[src/rtl/impact_array_sequencer_pkg.sv]
// Shared FSM state type and width helpers for the IMPACT array sequencer.
package impact_pkg;

  typedef enum logic [1:0] {
    ST_IDLE   = 2'd0,
    ST_PRECHG = 2'd1,
    ST_ACCESS = 2'd2,
    ST_RESP   = 2'd3
  } seq_state_t;

  // Byte lanes in a data word.
  function automatic int calc_nl(input int data_w);
    return data_w / 8;
  endfunction

  // Select width for n choices, never narrower than one bit.
  function automatic int calc_sel_w(input int n);
    return (n <= 1) ? 1 : $clog2(n);
  endfunction

endpackage

[src/rtl/impact_array_sequencer_phase_timer.sv]
// Loadable down-counter for phase timing; done is high while the count is zero.
module impact_phase_timer #(
  parameter int CNT_W = 2
) (
  input  logic             clk,
  input  logic             rst,
  input  logic             load,
  input  logic [CNT_W-1:0] load_val,
  input  logic             en,
  output logic             done
);

  logic [CNT_W-1:0] count;

  always_ff @(posedge clk or negedge rst) begin
    if (!rst) begin
      count <= '0;
    end else if (load) begin
      count <= load_val;
    end else if (en && (count != '0)) begin
      count <= count - CNT_W'(1);
    end
  end

  assign done = (count == '0);

endmodule

[src/rtl/impact_array_sequencer.sv]
// Command-driven precharge/access sequencer for the IMPACT project arrays.
// Optional IMPACT_SEQ_PERF_EN adds saturating read/write response counters.
//
// state     | meaning
// ST_IDLE   | ready for a command (cmd_ready high once out of reset)
// ST_PRECHG | bitline precharge for PRECHG_CYC cycles
// ST_ACCESS | wordline on with read sense or write drive for ACC_CYC cycles
// ST_RESP   | response held on rsp_* until rsp_ready
module impact_array_sequencer
  import impact_pkg::*;
#(
  parameter  int DATA_W     = 8,
  parameter  int ADDR_W     = 4,
  parameter  int N_PROJ     = 4,
  parameter  int PRECHG_CYC = 2,
  parameter  int ACC_CYC    = 2,
  localparam int NL         = calc_nl(DATA_W),
  localparam int PSEL_W     = calc_sel_w(N_PROJ),
  localparam int BSEL_W     = calc_sel_w(NL)
) (
  input  logic              clk,
  input  logic              rst,
  input  logic              cmd_valid,
  output logic              cmd_ready,
  input  logic              cmd_we,
  input  logic [ADDR_W-1:0] cmd_addr,
  input  logic [PSEL_W-1:0] cmd_proj,
  input  logic              cmd_byte_mode,
  input  logic [BSEL_W-1:0] cmd_byte_sel,
  input  logic              cmd_trunc,
  input  logic [DATA_W-1:0] cmd_wdata,
  output logic              rsp_valid,
  input  logic              rsp_ready,
  output logic [DATA_W-1:0] rsp_rdata,
  output logic              precharge,
  output logic              wl_en,
  output logic [ADDR_W-1:0] wl_addr,
  output logic              read_en,
  output logic [NL-1:0]     write_en,
  output logic              din_en,
  output logic [PSEL_W-1:0] proj_sel,
  output logic [DATA_W-1:0] array_din,
  input  logic [DATA_W-1:0] array_dout,
  output logic              busy,
  output logic              done_irq
`ifdef IMPACT_SEQ_PERF_EN
  ,
  output logic [15:0]       rd_count,
  output logic [15:0]       wr_count
`endif
);

  localparam int PH_MAX = (PRECHG_CYC > ACC_CYC) ? PRECHG_CYC : ACC_CYC;
  localparam int CNT_W  = calc_sel_w(PH_MAX);
  localparam logic [CNT_W-1:0] PRECHG_LD = CNT_W'(PRECHG_CYC - 1);
  localparam logic [CNT_W-1:0] ACC_LD    = CNT_W'(ACC_CYC - 1);

  seq_state_t        state;
  logic              armed;
  logic              we_q;
  logic              byte_mode_q;
  logic              trunc_q;
  logic [BSEL_W-1:0] byte_sel_q;
  logic              accept;
  logic              phase_done;
  logic              timer_load;
  logic              timer_en;
  logic [CNT_W-1:0]  timer_val;
  logic [NL-1:0]     lane_mask;
  logic [DATA_W-1:0] shaped;

  // armed keeps cmd_ready low while reset is asserted and until the first clock after release.
  assign cmd_ready  = armed && (state == ST_IDLE);
  assign accept     = cmd_valid && cmd_ready;
  assign timer_load = accept || ((state == ST_PRECHG) && phase_done);
  assign timer_val  = accept ? PRECHG_LD : ACC_LD;
  assign timer_en   = (state == ST_PRECHG) || (state == ST_ACCESS);

  impact_phase_timer #(.CNT_W(CNT_W)) u_phase_timer (
    .clk      (clk),
    .rst      (rst),
    .load     (timer_load),
    .load_val (timer_val),
    .en       (timer_en),
    .done     (phase_done)
  );

  // An out-of-range lane select matches no lane, so nothing is written or returned.
  always_comb begin
    lane_mask = '0;
    shaped    = '0;
    if (!byte_mode_q) begin
      lane_mask = '1;
      shaped    = array_dout;
    end else begin
      for (int i = 0; i < NL; i++) begin
        if (byte_sel_q == BSEL_W'(i)) begin
          lane_mask[i] = 1'b1;
          shaped[7:0]  = array_dout[i*8 +: 8];
        end
      end
    end
    if (trunc_q) begin
      for (int i = 0; i < NL; i++) begin
        shaped[i*8+4 +: 4] = 4'h0;
      end
    end
  end

  always_ff @(posedge clk or negedge rst) begin
    if (!rst) begin
      state       <= ST_IDLE;
      armed       <= 1'b0;
      we_q        <= 1'b0;
      byte_mode_q <= 1'b0;
      byte_sel_q  <= '0;
      trunc_q     <= 1'b0;
      wl_addr     <= '0;
      proj_sel    <= '0;
      array_din   <= '0;
      rsp_rdata   <= '0;
    end else begin
      armed <= 1'b1;
      case (state)
        ST_IDLE: begin
          if (accept) begin
            we_q        <= cmd_we;
            byte_mode_q <= cmd_byte_mode;
            byte_sel_q  <= cmd_byte_sel;
            trunc_q     <= cmd_trunc;
            wl_addr     <= cmd_addr;
            proj_sel    <= cmd_proj;
            array_din   <= cmd_wdata;
            state       <= ST_PRECHG;
          end
        end
        ST_PRECHG: begin
          if (phase_done) state <= ST_ACCESS;
        end
        ST_ACCESS: begin
          if (phase_done) begin
            rsp_rdata <= we_q ? '0 : shaped;
            state     <= ST_RESP;
          end
        end
        ST_RESP: begin
          if (rsp_ready) state <= ST_IDLE;
        end
        default: state <= ST_IDLE;
      endcase
    end
  end

  assign precharge = (state == ST_PRECHG);
  assign wl_en     = (state == ST_ACCESS);
  assign read_en   = (state == ST_ACCESS) && !we_q;
  assign din_en    = (state == ST_ACCESS) && we_q;
  assign write_en  = din_en ? lane_mask : '0;
  assign rsp_valid = (state == ST_RESP);
  assign busy      = (state != ST_IDLE);
  assign done_irq  = rsp_valid && rsp_ready;

`ifdef IMPACT_SEQ_PERF_EN
  always_ff @(posedge clk or negedge rst) begin
    if (!rst) begin
      rd_count <= '0;
      wr_count <= '0;
    end else if (done_irq) begin
      if (we_q) begin
        if (wr_count != 16'hFFFF) wr_count <= wr_count + 16'd1;
      end else begin
        if (rd_count != 16'hFFFF) rd_count <= rd_count + 16'd1;
      end
    end
  end
`endif

endmodule

[config.mk]
export PLATFORM = sky130hd
export DESIGN_NAME = impact_array_sequencer
export DESIGN_NICKNAME = d
export VERILOG_FILES = /design/src/rtl/impact_array_sequencer_pkg.sv /design/src/rtl/impact_array_sequencer_phase_timer.sv /design/src/rtl/impact_array_sequencer.sv
export SDC_FILE = /design/constraint.sdc
export NUM_CORES = 1
export LEC_CHECK = 0
export CELL_PAD_IN_SITES_DETAIL_PLACEMENT = 1
export CELL_PAD_IN_SITES_GLOBAL_PLACEMENT = 2
export CORE_MARGIN = 5
export CORE_UTILIZATION = 27
export DETAILED_ROUTE_END_ITERATION = 10
export GPL_ROUTABILITY_DRIVEN = 0
export MAX_ROUTING_LAYER = met4
export PLACE_DENSITY_LB_ADDON = 0.08
export SETUP_SLACK_MARGIN = 0.3
export SYNTH_ARGS = -nofsm -noshare
export SYNTH_HDL_FRONTEND = slang
export SYNTH_SLANG_ARGS = --single-unit
[constraint.sdc]
create_clock -name clk -period 3.94 [get_ports clk]
set_input_delay 0.591 -clock clk [delete_from_list [all_inputs] [get_ports clk]]
set_output_delay 0.591 -clock clk [all_outputs]
set_load 0.05 [all_outputs]
==> impl_metrics.py <==
metrics = {
    "drt": {
        "ant_nets": 0,
        "drcViolationCount": 0,
        "post_drt_via_cell_ratio": 4.34,
        "totalWireLength_um": 3290,
        "vias": 993,
        "drt_first_pass_iters": 2,
        "wl_per_cell_um": 14.4,
        "drtIter0Drc": 12,
    },
    "yosys": {
        "synth_top_family_by_area": "multiplexers",
        "synth-async-reset-ratio_pct": 100,
        "synth-edff-count": 0,
        "synth-xor-area-share_pct": 0,
        "synth_fp_nets": 130,
        "ys_top_cells_by_area": "dfrtp_1, mux2_4, mux2_2",
        "yosys.area_share.simple_pct": 8.28,
        "yosysMostFrequentCell": "dfrtp_1",
        "synth_compound_area_share_pct": 8.66,
        "synth_top_area_cell": "dfrtp_1",
        "synthMuxAreaShare_pct": 18.8,
        "yosysUniqueCellTypes": 22,
        "ys_ff_latch": 30,
        "netlist_area_um2": 1320,
        "yosysWarnings": 0,
        "synthCells": 95,
        "yosysTopAreaCellShare_pct": 57.1,
        "avgSynthCellArea_um2": 13.8,
        "synth-main-ff-cell": "dfrtp_1",
        "synth_common_cells": "dfrtp_1, nand2_1, mux2_2, mux2_4",
        "yosys.area_share.adder_pct": 4.76,
        "synth_seq_area_share_pct": 57.1,
    },
    "clock_network": {
        "postCtsResizedCells": 0,
        "cts_made_buffers": 5,
        "cts_tree": "done",
        "cts.sinks": 30,
        "hold_buffers": 0,
        "clkTransAtPathRegs_ps": 60,
        "cts_setup_buffers": 0,
        "clockBufferDepth": 2,
        "root_buffer": "clkbuf_8",
        "htree_levels": 2,
        "clk-insertion-delay-late_ps": 280,
    },
    "global_route": {
        "grt_max_degree": 31,
        "grt_pass1_vias": 1141,
        "grt_pass1_wl_um": 5420,
        "antenna_found_initial": 0,
        "gr-total-overflow": 0,
        "grt_util_all_layers_pct": 11.5,
    },
    "floorplan": {
        "die_w_um": 79.8,
        "core_um2": 4720,
        "rows": 25,
        "num_io_pins": 61,
        "dieArea_um2": 6370,
        "start_util_pct": 27.8,
        "die_h_um": 79.8,
    },
    "setup_path": {
        "end_kind": "primary output",
        "crit_start": "state[0]$_DFFE_PN0P_",
        "start_kind": "register",
        "required_ps": 3350,
        "worstReg2RegStart": "state[0]$_DFFE_PN0P_",
        "critPathArrivalTime_ps": 2260,
        "critPathKind": "reg2out",
        "cp_max_fo": 6,
    },
    "timing": {
        "maxSlewViolCount": 0,
        "finalCriticalPeriod_ps": 2850,
        "tns_ps": 0,
        "period_share_pct": 72.3,
        "worst_slew_pin_slew_ps": 513,
        "slew_headroom_pct": 65.7,
        "hold_violations": 0,
        "fin_skew_ps": 5.64,
        "setup_viol": 0,
        "holdWs_ps": 487,
        "fmax_ghz": 0.351,
        "rsz0062_at_grt": "no",
    },
    "worst_hold_path": {
        "hold_path.class": "reg2reg",
        "hp-start": "rsp_rdata[3]$_DFFE_PN0P_",
    },
    "outcome": {
        "status": "complete, no violations",
    },
    "final_layout": {
        "antennaDiodeCount": 0,
        "area_delta_synth_final_pct": 58.3,
        "num-nets-final": 196,
        "drive_gt1_share_pct": 18.5,
    },
    "place": {
        "post-dp-hpwl_um": 2510,
        "io_buffers": 60,
    },
    "run": {
        "maxCapViolCount": 0,
    },
    "power": {
        "power.leakage_nw": 0.913,
        "worst_ir_drop_vdd_v": 0.000338,
        "p_per_area_nw_per_um2": 963,
    },
}
==> sequential cells by signal, indices dropped and copies added, names as in the netlist <==
name                 cells
armed                    1
array_din                8
byte_mode_q              1
byte_sel_q               1
proj_sel                 2
rsp_rdata                8
state                    2
trunc_q                  1
u_phase_timer.count      1
we_q                     1
wl_addr                  4
==> layer usage <==
metal,routed length (um),GRT usage [%],vias to the layer above
li1,-,-,458
met1,1360,12.1,490
met2,1640,19.9,38
met3,224,3.72,7
met4,66,4.56,0
met5,0,-,-
==> final cells by class <==
class / instances / area [um2]
multi-input combinational: 60 / 537
tap: 67 / 83.8
timing repair buffer: 61 / 608
inverter: 3 / 11.3
clock buffer: 7 / 86.3
sequential: 30 / 751
clock inverter: 1 / 5.00
fill: 503 / 2640
==> path summary, 6_finish.rpt <==
kind                                                  to  slack (ps)  depth (start not counted)
worst min register to register  rsp_rdata[3]$_DFFE_PN0P_         490                          2
worst min-delay path            rsp_rdata[3]$_DFFE_PN0P_         490                          2
max in group asynchronous         byte_sel_q$_DFFE_PN0P_        2940                          2
worst max-delay path                            write_en        1090                          5
min in group asynchronous       rsp_rdata[7]$_DFFE_PN0P_         710                          2
worst max register to register    byte_sel_q$_DFFE_PN0P_        2260                          4
==> where the power goes <==
group	total [mW]	internal, mW	switching [mW]
Sequential	0.543	0.453	0.0901
Clock	0.251	0.141	0.111
Combinational	1.21	0.468	0.741
==> layout by cell type (no fill, tap or decap), types with 3 or more instances in the layout <==
cell type	count
and2_1	3
o21ai_0	5
dfrtp_1	30
mux2_2	10
mux2_4	9
clkbuf_8	6
a22o_1	4
ha_1	5
clkdlybuf4s50_1	60
inv_1	3
nand2_1	11
==> worst max-delay path, cell delays in order, from the launching register on <==
cell and delay (ps):
dfrtp_1 410, inv_1 120, ha_1 260, and2_1 170
a21boi_0 190, clkdlybuf4s50_1 830
==> cell families (layout without fill, tap and decap cells) <==
logic type,after synthesis,count (layout)
compound gates,16,16
fa+ha+maj,5,5
buf+inv,5,72
flops,30,30
mux,19,19
other cells,1,1
simple gates,19,19
==> through the flow <==
stage / utilization (%) / worst slack [ps] / instance area, um2 / std cells / power, mW
after detailed placement: 42.1 / 1350 / 1990 / 221 / 1.77
after CTS: 44.1 / 1050 / 2080 / 229 / 2.04
after global routing: 44.1 / 953 / 2080 / 229 / 2.12
after global placement: 42.1 / 1380 / 1990 / 221 / 1.75
after floorplan: - / 582 / 1320 / 95 / 1.37
final: 44.1 / 1090 / 2080 / 229 / 2.00
Power figures use the tool's default switching activity.
